**src/rtl/vga_rect_renderer_if.sv**
```systemverilog
// Rectangle-table write port between the host-command front end and vga_rect_renderer.
interface vga_rect_renderer_if #(
  parameter int IDX_W = 2
);
  logic             wr_valid;
  logic             wr_ready;
  logic [IDX_W-1:0] wr_index;
  logic [9:0]       wr_x0;
  logic [9:0]       wr_x1;
  logic [8:0]       wr_y0;
  logic [8:0]       wr_y1;
  logic [5:0]       wr_color;
  logic             wr_enable;
  logic             wr_outline;

  modport master (
    output wr_valid, wr_index, wr_x0, wr_x1, wr_y0, wr_y1, wr_color, wr_enable, wr_outline,
    input  wr_ready
  );

  modport slave (
    input  wr_valid, wr_index, wr_x0, wr_x1, wr_y0, wr_y1, wr_color, wr_enable, wr_outline,
    output wr_ready
  );
endinterface

```
**src/rtl/vga_rect_renderer.sv**
```systemverilog
// Rectangle-table pixel generator with frame-start shadow commit and a 2-stage pipeline.
// Optional outline-only entries are built when RECT_OUTLINE_EN is defined.
module vga_rect_renderer #(
  parameter int NUM_RECTS = 4,
  parameter int IDX_W     = 2
) (
  input  logic                clk,
  input  logic                rst,
  input  logic                in_hs,
  input  logic                in_vs,
  input  logic [9:0]          in_x,
  input  logic [8:0]          in_y,
  input  logic                in_active,
  input  logic [5:0]          bg_color,
  vga_rect_renderer_if.slave  wr,
  output logic [1:0]          out_r,
  output logic [1:0]          out_g,
  output logic [1:0]          out_b,
  output logic                out_hs,
  output logic                out_vs,
  output logic                out_active,
  output logic                commit_pulse
);

  typedef struct packed {
    logic [9:0] x0;
    logic [9:0] x1;
    logic [8:0] y0;
    logic [8:0] y1;
    logic [5:0] color;
    logic       enable;
`ifdef RECT_OUTLINE_EN
    logic       outline;
`endif
  } rect_t;

  rect_t shadow_q [NUM_RECTS];
  rect_t shadow_d [NUM_RECTS];
  rect_t live_q   [NUM_RECTS];
  rect_t live_d   [NUM_RECTS];
  logic  pending_q, pending_d;

  logic  frame_start, commit, wr_fire, idx_ok;
  rect_t new_entry;

  assign frame_start = (in_x == 10'd0) && (in_y == 9'd0);
  assign commit      = frame_start && pending_q;
  assign wr.wr_ready = !rst && !commit;
  assign wr_fire     = wr.wr_valid && wr.wr_ready;
  assign idx_ok      = int'(wr.wr_index) < NUM_RECTS;

  always_comb begin
    new_entry         = '0;
    new_entry.x0      = wr.wr_x0;
    new_entry.x1      = wr.wr_x1;
    new_entry.y0      = wr.wr_y0;
    new_entry.y1      = wr.wr_y1;
    new_entry.color   = wr.wr_color;
    new_entry.enable  = wr.wr_enable;
`ifdef RECT_OUTLINE_EN
    new_entry.outline = wr.wr_outline;
`endif
  end

  // NOTE: every output of a combinational block is given a default first, so no path leaves it unassigned and no latch is inferred.
  always_comb begin
    shadow_d  = shadow_q;
    live_d    = live_q;
    pending_d = pending_q;
    if (commit) begin
      live_d    = shadow_q;
      pending_d = 1'b0;
    end else if (wr_fire && idx_ok) begin
      shadow_d[wr.wr_index] = new_entry;
      pending_d             = 1'b1;
    end
  end

  // NOTE: the table is only NUM_RECTS small entries of flops, so it is reset like any other state rather than left as an uninitialised memory.
  always_ff @(posedge clk) begin
    if (rst) begin
      for (int i = 0; i < NUM_RECTS; i++) begin
        shadow_q[i] <= '0;
        live_q[i]   <= '0;
      end
      pending_q <= 1'b0;
    end else begin
      shadow_q  <= shadow_d;
      live_q    <= live_d;
      pending_q <= pending_d;
    end
  end

  logic [NUM_RECTS-1:0] hit_d;

  // Unsigned compares make x1<=x0 or y1<=y0 an empty rectangle for free.
  always_comb begin
    hit_d = '0;
    for (int i = 0; i < NUM_RECTS; i++) begin
      hit_d[i] = live_q[i].enable
              && (in_x >= live_q[i].x0) && (in_x < live_q[i].x1)
              && (in_y >= live_q[i].y0) && (in_y < live_q[i].y1);
`ifdef RECT_OUTLINE_EN
      if (live_q[i].outline)
        hit_d[i] = hit_d[i]
                && ((in_x == live_q[i].x0) || (in_x == live_q[i].x1 - 10'd1)
                 || (in_y == live_q[i].y0) || (in_y == live_q[i].y1 - 9'd1));
`endif
    end
  end

  logic [NUM_RECTS-1:0] hit_q;
  logic [5:0]           color_q [NUM_RECTS];
  logic [5:0]           bg_q;
  logic                 act1_q, hs1_q, vs1_q;
  logic [5:0]           rgb_q, rgb_d;
  logic                 act2_q, hs2_q, vs2_q;
  logic                 pulse_q;

  // Walk from the highest index down so the lowest hitting entry is the last to overwrite.
  always_comb begin
    rgb_d = bg_q;
    for (int i = NUM_RECTS - 1; i >= 0; i--)
      if (hit_q[i]) rgb_d = color_q[i];
  end

  // NOTE: all state below uses non-blocking assignments so each stage samples the previous stage's value from before the edge.
  always_ff @(posedge clk) begin
    if (rst) begin
      hit_q   <= '0;
      for (int i = 0; i < NUM_RECTS; i++) color_q[i] <= '0;
      bg_q    <= '0;
      act1_q  <= 1'b0;
      hs1_q   <= 1'b0;
      vs1_q   <= 1'b0;
      rgb_q   <= '0;
      act2_q  <= 1'b0;
      hs2_q   <= 1'b0;
      vs2_q   <= 1'b0;
      pulse_q <= 1'b0;
    end else begin
      hit_q   <= hit_d;
      for (int i = 0; i < NUM_RECTS; i++) color_q[i] <= live_q[i].color;
      bg_q    <= bg_color;
      act1_q  <= in_active;
      hs1_q   <= in_hs;
      vs1_q   <= in_vs;
      rgb_q   <= rgb_d;
      act2_q  <= act1_q;
      hs2_q   <= hs1_q;
      vs2_q   <= vs1_q;
      pulse_q <= commit;
    end
  end

  assign {out_r, out_g, out_b} = act2_q ? rgb_q : 6'd0;
  assign out_hs       = hs2_q;
  assign out_vs       = vs2_q;
  assign out_active   = act2_q;
  assign commit_pulse = pulse_q;

endmodule
```
**src/flat_wrapper.sv**
```systemverilog
// flat-port wrapper written by rule: the top's interface ports become plain ports
module vga_rect_renderer_flat 
#(
  parameter int NUM_RECTS = 4,
  parameter int IDX_W     = 2
)
  (clk, rst, in_hs, in_vs, in_x, in_y, in_active, bg_color, out_r, out_g, out_b, out_hs, out_vs, out_active, commit_pulse, wr_wr_valid, wr_wr_index, wr_wr_x0, wr_wr_x1, wr_wr_y0, wr_wr_y1, wr_wr_color, wr_wr_enable, wr_wr_outline, wr_wr_ready);
  vga_rect_renderer_if #(.IDX_W(IDX_W)) wr_i ();
  input  logic clk;
  input  logic rst;
  input  logic in_hs;
  input  logic in_vs;
  input  logic [9:0] in_x;
  input  logic [8:0] in_y;
  input  logic in_active;
  input  logic [5:0] bg_color;
  output logic [1:0] out_r;
  output logic [1:0] out_g;
  output logic [1:0] out_b;
  output logic out_hs;
  output logic out_vs;
  output logic out_active;
  output logic commit_pulse;
  input wire logic [$bits(wr_i.wr_valid)-1:0] wr_wr_valid;
  input wire logic [$bits(wr_i.wr_index)-1:0] wr_wr_index;
  input wire logic [$bits(wr_i.wr_x0)-1:0] wr_wr_x0;
  input wire logic [$bits(wr_i.wr_x1)-1:0] wr_wr_x1;
  input wire logic [$bits(wr_i.wr_y0)-1:0] wr_wr_y0;
  input wire logic [$bits(wr_i.wr_y1)-1:0] wr_wr_y1;
  input wire logic [$bits(wr_i.wr_color)-1:0] wr_wr_color;
  input wire logic [$bits(wr_i.wr_enable)-1:0] wr_wr_enable;
  input wire logic [$bits(wr_i.wr_outline)-1:0] wr_wr_outline;
  output wire logic [$bits(wr_i.wr_ready)-1:0] wr_wr_ready;
  assign wr_i.wr_valid = wr_wr_valid;
  assign wr_i.wr_index = wr_wr_index;
  assign wr_i.wr_x0 = wr_wr_x0;
  assign wr_i.wr_x1 = wr_wr_x1;
  assign wr_i.wr_y0 = wr_wr_y0;
  assign wr_i.wr_y1 = wr_wr_y1;
  assign wr_i.wr_color = wr_wr_color;
  assign wr_i.wr_enable = wr_wr_enable;
  assign wr_i.wr_outline = wr_wr_outline;
  assign wr_wr_ready = wr_i.wr_ready;
  vga_rect_renderer #(.NUM_RECTS(NUM_RECTS), .IDX_W(IDX_W)) u_core (.clk(clk), .rst(rst), .in_hs(in_hs), .in_vs(in_vs), .in_x(in_x), .in_y(in_y), .in_active(in_active), .bg_color(bg_color), .wr(wr_i), .out_r(out_r), .out_g(out_g), .out_b(out_b), .out_hs(out_hs), .out_vs(out_vs), .out_active(out_active), .commit_pulse(commit_pulse));
endmodule
```
**config.mk**
```make
export PLATFORM = sky130hd
export DESIGN_NAME = vga_rect_renderer_flat
export DESIGN_NICKNAME = d
export VERILOG_FILES = /design/src/rtl/vga_rect_renderer_if.sv /design/src/rtl/vga_rect_renderer.sv /design/src/flat_wrapper.sv
export SDC_FILE = /design/constraint.sdc
export NUM_CORES = 1
export LEC_CHECK = 0
export CAP_MARGIN = 20
export CORE_ASPECT_RATIO = 1.4
export CORE_UTILIZATION = 55
export CTS_CLUSTER_SIZE = 10
export DETAILED_ROUTE_END_ITERATION = 16
export PLACE_DENSITY = 0.74
export SYNTH_ARGS = -nofsm -noshare
export SYNTH_HDL_FRONTEND = slang
export SYNTH_SLANG_ARGS = --single-unit
```
**constraint.sdc**
```tcl
create_clock -name clk -period 5.3 [get_ports clk]
set_input_delay 1.325 -clock clk [delete_from_list [all_inputs] [get_ports clk]]
set_output_delay 1.325 -clock clk [all_outputs]
set_load 0.005 [all_outputs]
```
**Word-level counts from Yosys, hierarchy flattened**

Memory sizes are Yosys's and may differ from the RTL's.
Cells that the tools add are included.

- Memories kept: 1
- Memory bits (read-only): 0
- Bits in latches: 0
- Memory bits (writable): 24
- Word-level logic and storage cells: 126
- Input port bits: 79
- Bits in registers: 384

Memory list:

| memory | depth | width | rd ports | clocked after Yosys merged registers in | write ports | RTL line | text |
|---|---|---|---|---|---|---|---|
| u_core.color_q | 4 | 6 | 4 | 0 | 4 | vga_rect_renderer.sv:113 | `logic [5:0] color_q [NUM_RECTS];` |

- Bitwise logic cells: 6
- Div/mod/pow operators: 0
- Reduce and logical (&&, ||, !) cells: 27
- Multiplexer cells: 15
- Equality and inequality tests: 0
- $mul: 0
- $add $sub $neg: 0
- $lt $le $gt $ge: 18
- Shift operators: 0

Operators by type and width:

| kind | number |
|---|---|
| 180-bit bitwise mux | 1 |
| 45-bit demux with 2-bit select | 1 |
| 6-bit 2-to-1 mux | 9 |
| 45-bit 2-to-1 mux | 1 |
| 10-bit greater-or-equal comparator | 4 |
| 10-bit less-than comparator | 4 |
| 9-bit greater-or-equal comparator | 4 |
| 9-bit less-than comparator | 4 |
| 1-bit logical AND | 21 |
| 10-bit zero test | 1 |
| 9-bit zero test | 1 |
| 1-bit bitwise OR | 4 |
| 3-bit greater-or-equal comparator (second input constant) | 1 |
| 3-bit by 1-bit less-than comparator with 1-bit output (second input constant) | 1 |
| 1-bit 2-to-1 mux | 3 |
| 2-bit NOT with 3-bit output | 1 |
| 1-bit zero test | 2 |
| 2-bit AND reduction | 1 |
| 2-bit OR reduction | 1 |
| 1-bit NOT | 1 |

**Longest topological paths before layout**

- Depth in word-level cells: 7
- Mapped depth: 8

**Least setup slack after synthesis**

Ideal clock, no wire load.

- Path kind: input to output
- Start point: input port in_y[4]
- End point: output port wr_wr_ready
- Required time: 3975 ps
- Data arrival time: 2280 ps
- Setup slack: 1695 ps
- Cell stages on the path: 5
- Cell sequence: nor4_1 > nand3_1 > nor2_2 > buf_4 > nor2_1

- Word-level cells in the longest chain between the ends: 5

Ends and longest elaborated chain:

| element | RTL line | text |
|---|---|---|
| start, declared | flat_wrapper.sv:14 | `input logic [8:0] in_y;` |
| 9-bit zero test | vga_rect_renderer.sv:46 | `assign frame_start = (in_x == 10'd0) && (in_y == 9'd0);` |
| 1-bit logical AND | vga_rect_renderer.sv:46 |  |
| 1-bit logical AND | vga_rect_renderer.sv:47 | `assign commit = frame_start && pending_q;` |
| 1-bit zero test | vga_rect_renderer.sv:48 | `assign wr.wr_ready = !rst && !commit;` |
| 1-bit logical AND | vga_rect_renderer.sv:48 |  |
| end, declared | flat_wrapper.sv:33 | `output wire logic [$bits(wr_i.wr_ready)-1:0] wr_wr_ready;` |

Every way passes these cells.

**Final worst setup path**

- Start point: input port in_x[3]
- End point: output port wr_wr_ready

- Word-level cells in the longest chain between the ends: 5

Ends and longest elaborated chain:

| element | RTL line | text |
|---|---|---|
| start, declared | flat_wrapper.sv:13 | `input logic [9:0] in_x;` |
| 10-bit zero test | vga_rect_renderer.sv:46 |  |
| 1-bit logical AND | vga_rect_renderer.sv:46 |  |
| 1-bit logical AND | vga_rect_renderer.sv:47 |  |
| 1-bit zero test | vga_rect_renderer.sv:48 |  |
| 1-bit logical AND | vga_rect_renderer.sv:48 |  |

Every way passes these cells.

==> reports/qor.csv <==
stage,metric,value,unit
status,status,finished clean,
place,placed inst area,0.01879,mm2
sta,clock skew,17.67,ps
clock_network,clk_lat worst skew,560,ps
critical_path,worst path arrival time,3710,ps
grt,Total GRT Usage,0.2417,
routing,vias per inst,5.414,
sta,unrepaired setup endpoints after global routing,no,
critical_path,critical path launch point type,primary input,
clock_network,postcts setup bufs,0,
synth,Synth Flop Type,dfxtp_1,
critical_path,r2r setup slk,2820,ps
synth,register area share after synthesis,0.4612,
routing,met1 WL,16.70,mm
routing,Met3 Wirelength,1.362,mm
floorplanning,row cnt,77,
layout,Filler cells,2739,
pwr,total power,0.006242,W
pwr,power density over cell area,311.9,mW/mm2
critical_path,critical path class,in2out,
floorplanning,die width,153.7,um
sta,Max Clk Rate,198.7,MHz
layout,post-route cell area,0.02001,mm2
floorplanning,initial core utilization,0.5604,
grt,GR Overflow Total,0,
pwr,VDD IR max,178.6,uV
sta,final setup margin,266.0,ps
routing,drt first-iter violations,827,
clock_network,"CTS clk-pin slew, worst paths",50,ps
routing,DRT Pass-1 Iters,5,
sta,Fin. Hold Viols,0,
sta,Least-Margin Pin Slew,1066,ps
routing,metal2 WL,20.28,mm
synth,Mapped Cells,1986,
clock_network,clock root cell,clkbuf_16,
synth,top-area cell type share of the netlist area,0.4612,
layout,layout cell share with drive strength beyond 1,0.04774,
synth,synth warn,0,
place,placed cell count,2397,
clock_network,post-CTS sizing,0,
sta,Max transition margin,0.2895,
synth,"count leader, synth",dfxtp_1,
routing,drt total wl,39.77,mm
synth,"Net Count, Synth",2209,
place,gp weighted congestion,0.8186,
sta,Setup TNS,0,ps
synth,largest cells by area after synthesis,"dfxtp_1 (46%), mux2i_1 (11%), ha_1 (10%)",
clock_network,htree depth,2,
clock_network,Max Root-Sink Buffers,3,
sta,"Slew Viols, Final",0,
grt,number of global-route vias before repair,12980,
synth,cell area after synthesis,0.01771,mm2
sta,Final Setup Violations,0,
synth,synthesized flop and latch total,408,
floorplanning,IO Count,90,
grt,first-pass GRT wire length,64.00,mm
hold_path,worst hold path type,reg2reg,
place,Port Buffer Count,88,
clock_network,Post-CTS Hold Fix Bufs,0,
synth,post-synth cell types,48,
synth,"Async S/R FF share, synth",0,
layout,area delta synth->final,12.99,%
clock_network,CTS sink cnt,408,
synth,number of flops mapped to enable cells by yosys,0,
routing,via count,13250,
synth,Mean Syn Cell Area,8.917,um2
routing,post-route ant nets,0,
critical_path,Worst setup EP type,primary output,
critical_path,worst-path fanout max,2,
routing,DRC,0,
critical_path,"Req. time, crit path",3970,ps
clock_network,TritonCTS clock tree,yes,
floorplanning,CORE AREA,0.03160,mm2
grt,initial antenna violation count,0,
grt,pin count of the biggest net entering global routing,181,
layout,ANT cells,0,
synth,most frequent cells after synthesis,"dfxtp_1 (408), nand2_1 (387), a21oi_1 (205)",
sta,final worst-path cycle share,0.9498,
place,Post-DP HPWL,25.59,mm
layout,final net count,2273,
routing,top layer in use,met4,
flow_run,MaxCap Viol Count,0,
synth,leading area contributor after synthesis,dfxtp_1,
floorplanning,full die area,0.03293,mm2
routing,WL/cell,16.24,um
floorplanning,Die Span Y,214.3,um
sta,Period minus WS final,5034,ps
layout,Layout Cells excl Fill,2448,
pwr,Pleak,8.337,nW
clock_network,total CTS buffers,46,
place,Placement Setup Slack,253.0,ps
## worst max-delay path, cell delays in order
cell and delay, ps:
clkdlybuf4s50_1 620, nor4_1 610, buf_4 220, nand3_1 180, nor2_4 190, nor2_1 70
clkdlybuf4s50_1 480
## layout by cell type (no fill, tap or decap), types with 5 or more instances in the layout
cell type / instances
ha_1: 144
clkdlybuf4s50_1: 87
o21a_1: 5
nand4_1: 9
mux2_2: 6
mux2i_1: 192
and2_1: 6
nor2_1: 198
nor4_1: 6
nor2b_1: 44
a211oi_1: 10
nand3_1: 10
clkbuf_16: 47
a21oi_1: 205
nor4b_1: 5
a21o_1: 16
nand2b_1: 8
inv_1: 139
o21ai_0: 24
buf_4: 32
nand2_1: 387
dfxtp_1: 408
o211ai_1: 8
## final cells by class
class                      count  area [um2]  area share
multi-input combinational   1331        8403      0.4200
sequential                   408        8168      0.4082
timing repair buffer         124        1206     0.06028
clock buffer                  49        1184     0.05915
inverter                     139       521.8     0.02608
tap                          395       494.2     0.02470
clock inverter                 2       32.53    0.001626
## metal layers
metal | vias up | track usage
li1 | 6685 | -
met1 | 6270 | 0.2836
met2 | 241 | 0.4362
met3 | 58 | 0.03254
met4 | 0 | 0.1053
met5 | - | 0
## power breakdown
part / switching [W] / leakage, nW / internal, W
clock network: 0.00115 / 0.595 / 0.00156
logic: 0.000225 / 4.45 / 0.000175
registers: 0.0000177 / 3.30 / 0.00311
## logic make-up after synthesis
| family | after synthesis | synth area share |
|---|---|---|
| compound gates | 306 | 0.09884 |
| fa+ha+maj | 144 | 0.1017 |
| buf+inv | 247 | 0.06726 |
| flops | 408 | 0.4612 |
| mux | 198 | 0.1123 |
| simple gates | 683 | 0.1586 |
## per-stage QoR
| step | util | hold slack (ps) |
|---|---|---|
| 2_1_floorplan | - | 413.8 |
| 3_3_place_gp | 0.5947 | 427.7 |
| 3_5_place_dp | 0.5947 | 436.0 |
| 4_1_cts | 0.6332 | 446.8 |
| 5_1_grt | 0.6332 | 455.6 |
| 6_report | 0.6332 | 438.4 |
## state kept, by name, summed over array words and instances (netlist names)
name and cells:
u_core.out_vs 1, u_core.commit_pulse 1, u_core.vs1_q 1, u_core.hs1_q 1, u_core.pending_q 1, u_core.out_hs 1
u_core.hit_q 4, u_core.bg_q 6, u_core.act1_q 1, u_core.out_active 1, u_core.shadow_q 180, u_core.rgb_q 6
u_core.color_q 24, u_core.live_q 180
## worst paths after layout
check,cells after the start,startpoint,end
max,7,in_x[3],wr_wr_ready
min,1,u_core.hs1_q,u_core.out_hs
max reg2reg,7,u_core.pending_q,u_core.live_q[83]
min reg2reg,1,u_core.hs1_q,u_core.out_hs
No activity file was read; power rests on OpenSTA's default activity.
